==> src/rtl/exibe_pkg.sv <==
// ----------------------------------------------------------------------------
// exibe_pkg: shared state codes, default timing and a clog2 helper for the
//            sequence playback block.
// Rev 1.0
// ----------------------------------------------------------------------------
`default_nettype none

package exibe_pkg;

  localparam logic [3:0] ST_OCIOSO  = 4'h0;
  localparam logic [3:0] ST_CARREGA = 4'h1;
  localparam logic [3:0] ST_ACENDE  = 4'h2;
  localparam logic [3:0] ST_APAGA   = 4'h3;
  localparam logic [3:0] ST_PROXIMO = 4'h4;
  localparam logic [3:0] ST_FINAL   = 4'hF;
  localparam logic [3:0] ST_ERRO    = 4'h9;

  localparam int T_ON_DEF  = 1000;
  localparam int T_OFF_DEF = 500;

  typedef enum logic [3:0] {
    OCIOSO  = ST_OCIOSO,
    CARREGA = ST_CARREGA,
    ACENDE  = ST_ACENDE,
    APAGA   = ST_APAGA,
    PROXIMO = ST_PROXIMO,
    FINAL   = ST_FINAL
  } estado_t;

  function automatic int clog2(input int valor);
    int bits;
    int resto;
    bits  = 0;
    resto = valor - 1;
    while (resto > 0) begin
      bits  = bits + 1;
      resto = resto >> 1;
    end
    return bits;
  endfunction

endpackage

`default_nettype wire

==> src/rtl/exibe_sequencia_temporizador.sv <==
// ----------------------------------------------------------------------------
// temporizador_exibicao: loadable down-counter that stops at zero.
// Rev 1.0
// ----------------------------------------------------------------------------
`default_nettype none

module temporizador_exibicao #(
  parameter int W = 4
) (
  input  logic         clock,
  input  logic         reset,
  input  logic         carrega,
  input  logic [W-1:0] valor,
  input  logic         conta,
  output logic         zero
);

  logic [W-1:0] contagem;

  always_ff @(posedge clock) begin
    if (!reset) begin
      contagem <= '0;
    end else if (carrega) begin
      contagem <= valor;
    end else if (conta && (contagem != '0)) begin
      contagem <= contagem - W'(1);
    end
  end

  assign zero = (contagem == '0);

endmodule

`default_nettype wire

==> src/rtl/exibe_sequencia.sv <==
// ----------------------------------------------------------------------------
// exibe_sequencia: plays back sequence RAM 0..limite on the LEDs before each
//                  round. Macro EXIBE_ACELERA_EN halves timing in late rounds.
// Rev 1.0
// ----------------------------------------------------------------------------
`default_nettype none

module exibe_sequencia
  import exibe_pkg::*;
#(
  parameter int ADDR_W = 4,
  parameter int DATA_W = 4,
  parameter int T_ON   = T_ON_DEF,
  parameter int T_OFF  = T_OFF_DEF
) (
  input  logic              clock,
  input  logic              reset,
  input  logic              iniciar,
  input  logic [ADDR_W-1:0] limite,
  input  logic [DATA_W-1:0] dado_memoria,
  output logic [ADDR_W-1:0] endereco,
  output logic [DATA_W-1:0] leds,
  output logic              ocupado,
  output logic              fim,
  output logic [3:0]        db_estado
);

  localparam int TW = clog2(((T_ON > T_OFF) ? T_ON : T_OFF) + 1);
  localparam logic [TW-1:0] ON_LD  = TW'(T_ON - 1);
  localparam logic [TW-1:0] OFF_LD = TW'(T_OFF - 1);

  estado_t           estado, prox;
  logic [ADDR_W-1:0] limite_reg;
  logic [TW-1:0]     on_ld, off_ld, t_valor;
  logic              t_carrega, t_conta, t_zero;
  logic              lat_lim, clr_end, inc_end, load_led, clr_led;

`ifdef EXIBE_ACELERA_EN
  localparam int T_ON_R  = (T_ON / 2 < 1) ? 1 : T_ON / 2;
  localparam int T_OFF_R = (T_OFF / 2 < 1) ? 1 : T_OFF / 2;
  localparam logic [TW-1:0] ON_LD_R  = TW'(T_ON_R - 1);
  localparam logic [TW-1:0] OFF_LD_R = TW'(T_OFF_R - 1);
  logic rapido;
  // Upper half of the address range means limite_reg >= 2^(ADDR_W-1).
  assign rapido = limite_reg[ADDR_W-1];
  assign on_ld  = rapido ? ON_LD_R  : ON_LD;
  assign off_ld = rapido ? OFF_LD_R : OFF_LD;
`else
  assign on_ld  = ON_LD;
  assign off_ld = OFF_LD;
`endif

  temporizador_exibicao #(.W(TW)) u_temporizador (
    .clock   (clock),
    .reset   (reset),
    .carrega (t_carrega),
    .valor   (t_valor),
    .conta   (t_conta),
    .zero    (t_zero)
  );

  always_ff @(posedge clock) begin
    if (!reset) estado <= OCIOSO;
    else        estado <= prox;
  end

  always_comb begin
    prox      = estado;
    t_carrega = 1'b0;
    t_valor   = on_ld;
    t_conta   = 1'b0;
    lat_lim   = 1'b0;
    clr_end   = 1'b0;
    inc_end   = 1'b0;
    load_led  = 1'b0;
    clr_led   = 1'b0;
    case (estado)
      OCIOSO: begin
        if (iniciar) begin
          lat_lim = 1'b1;
          clr_end = 1'b1;
          prox    = CARREGA;
        end
      end
      CARREGA: begin
        load_led  = 1'b1;
        t_carrega = 1'b1;
        t_valor   = on_ld;
        prox      = ACENDE;
      end
      ACENDE: begin
        if (t_zero) begin
          clr_led   = 1'b1;
          t_carrega = 1'b1;
          t_valor   = off_ld;
          prox      = APAGA;
        end else begin
          t_conta = 1'b1;
        end
      end
      APAGA: begin
        if (t_zero) prox = (endereco == limite_reg) ? FINAL : PROXIMO;
        else        t_conta = 1'b1;
      end
      PROXIMO: begin
        inc_end = 1'b1;
        prox    = CARREGA;
      end
      FINAL:   prox = OCIOSO;
      default: begin
        clr_led = 1'b1;
        prox    = OCIOSO;
      end
    endcase
  end

  always_ff @(posedge clock) begin
    if (!reset) begin
      endereco   <= '0;
      leds       <= '0;
      limite_reg <= '0;
    end else begin
      if (lat_lim) limite_reg <= limite;
      if (clr_end)      endereco <= '0;
      else if (inc_end) endereco <= endereco + ADDR_W'(1);
      if (load_led)     leds <= dado_memoria;
      else if (clr_led) leds <= '0;
    end
  end

  always_comb begin
    case (estado)
      OCIOSO, CARREGA, ACENDE, APAGA, PROXIMO, FINAL: db_estado = estado;
      default:                                        db_estado = ST_ERRO;
    endcase
  end

  assign ocupado = (estado != OCIOSO);
  assign fim     = (estado == FINAL);

endmodule

`default_nettype wire

==> config.mk <==
export PLATFORM = sky130hd
export DESIGN_NAME = exibe_sequencia
export DESIGN_NICKNAME = d
export VERILOG_FILES = /design/src/rtl/exibe_pkg.sv /design/src/rtl/exibe_sequencia_temporizador.sv /design/src/rtl/exibe_sequencia.sv
export SDC_FILE = /design/constraint.sdc
export NUM_CORES = 1
export LEC_CHECK = 0
export BUFFER_PORTS_ARGS = -buffer_cell sky130_fd_sc_hd__buf_2
export CAP_MARGIN = 0
export CELL_PAD_IN_SITES_DETAIL_PLACEMENT = 0
export CELL_PAD_IN_SITES_GLOBAL_PLACEMENT = 1
export CORE_ASPECT_RATIO = 1.75
export CORE_UTILIZATION = 30
export CTS_BUF_LIST = sky130_fd_sc_hd__clkbuf_8
export DETAILED_ROUTE_END_ITERATION = 12
export PLACE_DENSITY = 0.57
export SLEW_MARGIN = 30
export SYNTH_ARGS = -nofsm -noshare
export SYNTH_HDL_FRONTEND = slang
export SYNTH_SLANG_ARGS = --single-unit
==> constraint.sdc <==
create_clock -name clock -period 2 [get_ports clock]
set_input_delay 0.3 -clock clock [delete_from_list [all_inputs] [get_ports clock]]
set_output_delay 0.3 -clock clock [all_outputs]
set_load 0.01 [all_outputs]
==> summary.txt <==
Outcome
  – Outcome: complete, no violations

Power
  – Logic gate share of total power: 41.9%
  – Flop pwr share: 35.9%
  – Switch Pwr: 719.7 uW
  – VDD IR-drop max: 552.5 uV
  – Cell Pwr Density: 1168 nW/um2
  – Cell-internal power: 1259 uW
  – Sw Ratio: 36.38%
  – Clock Power Share: 22.2%
  – Total Power: 1978 uW
  – Lkg Pwr: 0.0006981 uW

STA
  – Clock skew: 4.806 ps
  – Final Max Slew Viols: 0
  – F_max: 0.5189 GHz
  – Fin crit period: 1927 ps
  – Slew HR: 66.77%
  – Final TNS setup: 0 ps
  – Worst-margin pin slew: 496.6 ps
  – Setup violators final: 0
  – Final Cycle Share: 96.35%
  – Hold Fails Final Rpt: 0

Final layout
  – Layout cells sized above 1: 30.48%
  – Seq. cell area: 523.0 um2
  – # fillers: 475
  – Core Util, Final: 38.47%
  – Nets: 201
  – Syn-to-layout area delta: 21.98%
  – Area taken by multi-input logic gates: 822.0 um2
  – Most flop-heavy register: u_temporizador.contagem
  – Diode count: 0
  – Max FFs per register: 10
  – Fin cells: 238

Placed design
  – Inst Count DP: 234
  – IO Port Bufs: 24
  – GP Congestion: 0.7770
  – Dpl hpwl: 2.802 mm

Job
  – Max-cap violation count: 0

Global route
  – Vias in the first global route: 1,252
  – All-Layer GR Usage: 16.51%
  – Initial antenna violation count: 0
  – First-pass GRT wire length: 5.851 mm
  – Pin count of the biggest net entering global routing: 16
  – Grt ovf: 0

Logic synthesis
  – Mapped cell area: 1389 um2
  – Post-synthesis register bit count: 26
  – Register area share after synthesis: 37.48%
  – Yosys Warn Count: 0
  – Netlist cell types: 47
  – Syn Area/Cell: 8.790 um2
  – Mapped Cells: 158
  – Mapped Nets: 171
  – Post-synth EDFFs: 0
  – Top_reg_cell synth: dfxtp_1
  – Asr flop ratio synth: 0%

Setup path
  – Startpoint Class: flip-flop
  – Worst-path cell with the longest stage delay: or4b_4
  – Crit Path Class: flip-flop to flip-flop
  – Critical-path cell list: inv_1 -> ha_1 -> or4b_4 -> nor4_4 -> o21ai_0 -> and3_1
  – Crit-path max FO: 5
  – WP data arrival: 2100 ps
  – Slowest stage delay, CP: 540 ps
  – CP delay by family, top: simple AND/OR/NAND/NOR gates
  – Req. time, crit path: 2180 ps
  – Critical Path Sink Type: flip-flop
  – Worst path bufs/invs: 1

Clock tree
  – CTS tree: yes
  – Root Driver: clkbuf_8
  – Reg clk slew, reported paths: 90 ps
  – TritonCTS buffer count: 3
  – Clock sinks: 26
  – H-tree depth: 1
  – Longest Clk Path Bufs: 2
  – Worst-skew pair later-pin latency: 270 ps

Detailed routing
  – Drt total wl: 3.574 mm
  – Via count: 1,266
  – Vias per cell: 5.319
  – 1st-iter DRT viols: 17
  – Initial DRT Pass Iterations: 4
  – Post-DRT Antenna Nets: 0
  – Residual DRC count: 0
  – Wire per inst: 15.02 um

Worst hold path
  – Worst Hold Class: input port to flip-flop

Floorplanning
  – Starting Density: 31.53%
  – Die X: 53.44 um
  – Row count: 32
  – Die Y: 92.01 um
  – Io pins: 25
  – Die area: 4917 um2
  – Placeable Area: 4404 um2
[cells in the mapped netlist, types with 2 or more instances]
| master | count | area, um2 |
|---|---|---|
| dfxtp_1 | 26 | 520.5 |
| mux2i_1 | 5 | 50.05 |
| nor4_1 | 2 | 12.51 |
| or2_2 | 6 | 37.54 |
| ha_1 | 2 | 25.02 |
| xor2_1 | 3 | 26.28 |
| clkbuf_1 | 7 | 26.28 |
| o31a_1 | 3 | 26.28 |
| o221a_1 | 2 | 22.52 |
| o21ai_0 | 8 | 40.04 |
| nand2_1 | 13 | 48.80 |
| nand4_1 | 2 | 12.51 |
| or4_1 | 3 | 22.52 |
| a21oi_1 | 6 | 30.03 |
| xnor2_1 | 5 | 43.79 |
| a41oi_1 | 2 | 17.52 |
| inv_1 | 3 | 11.26 |
| nor2b_1 | 3 | 18.77 |
| buf_2 | 2 | 10.01 |
| nor3_1 | 6 | 30.03 |
| or3_1 | 2 | 12.51 |
| and2_1 | 2 | 12.51 |
| o31ai_1 | 2 | 15.01 |
| nand3_1 | 4 | 20.02 |
| o32ai_1 | 2 | 17.52 |
| nor2_1 | 14 | 52.55 |
| a31oi_1 | 3 | 18.77 |
[cell usage in the layout, fill, tap and decap left out, types with 3 or more instances in the layout]
master	synthesis	layout
o31a_1	3	3
buf_2	2	24
a31oi_1	3	3
xnor2_1	5	5
nor3_1	6	6
nor2b_1	3	3
clkbuf_8	0	3
nor2_1	14	14
nand3_1	4	4
dfxtp_1	26	24
or2_2	6	6
a21oi_1	6	6
o21ai_0	8	7
xor2_1	3	3
mux2i_1	5	5
nand2_1	13	13
inv_1	3	3
buf_4	0	11
[what timing repair did]
item	CTS	global route
gates resized for setup	0	6
endpoints found under the setup margin	0	6
buffers inserted	0	0
hold buffers	0	0
[worst reg2reg max path, delay by kind of cell (launching register included)]
family	cells	cell delay, ps
adder cells (fa/ha/maj)	1	160
AO/OA/AOI/OAI	1	200
AND/OR/NAND/NOR	3	1070
buffers and inverters	1	80
flip-flops	1	330
[layer usage]
layer	up-vias	track usage (%)	wire, um
met4	0	7.895	72
li1	635	-	-
met2	23	29.38	2017
met5	-	0	0
met1	602	18.06	1418
met3	6	2.156	66
[final timing paths]
check                                                start                         end  slack [ps]  cells after the start
worst max-delay path            u_temporizador.contagem[1]  u_temporizador.contagem[3]          70                      6
worst min-delay path                             limite[2]               limite_reg[2]         250                      3
worst max register to register  u_temporizador.contagem[1]  u_temporizador.contagem[3]          70                      6
worst min register to register                     leds[1]                     leds[1]         490                      2
[cells by family (layout without fill, tap and decap cells)]
group | after synthesis | after routing | synth area share [%]
and+or+nand+nor | 67 | 67 | 29.19
AOI/OAI and AO/OA | 36 | 36 | 17.84
DFF | 26 | 26 | 37.48
buffers and inverters | 13 | 42 | 4.234
xor gates and xnor gates | 8 | 8 | 5.045
muxes | 6 | 6 | 4.415
adders and majority gates | 2 | 2 | 1.802
[power groups by stage]
| stage | logic [uW] | clock network, uW | registers [uW] |
|---|---|---|---|
| 2_1_floorplan | 570 | 0 | 677 |
| 3_3_place_gp | 799 | 0 | 712 |
| 3_5_place_dp | 803 | 0 | 717 |
| 4_1_cts | 807 | 453 | 704 |
| 5_1_grt | 912 | 472 | 724 |
| 6_report | 828 | 440 | 710 |
[cell type report]
class                   count  area share [%]
clock inverters             1           1.773
clock buffers               3           2.437
inverters                   3          0.6647
well taps                  51           3.767
multi-input cells         119           48.52
repair buffers             35           11.96
flip-flops and latches     26           30.87
[through the flow]
step	hold WS, ps	setup WS (ps)	area, um2
2_1_floorplan	436.0	119.6	1389
3_3_place_gp	460.1	119.7	1608
3_5_place_dp	477.5	102.8	1608
4_1_cts	243.9	22.42	1679
5_1_grt	252.5	-12.02	1694
6_report	249.6	72.94	1694
No activity file was read; power rests on OpenSTA's default activity.
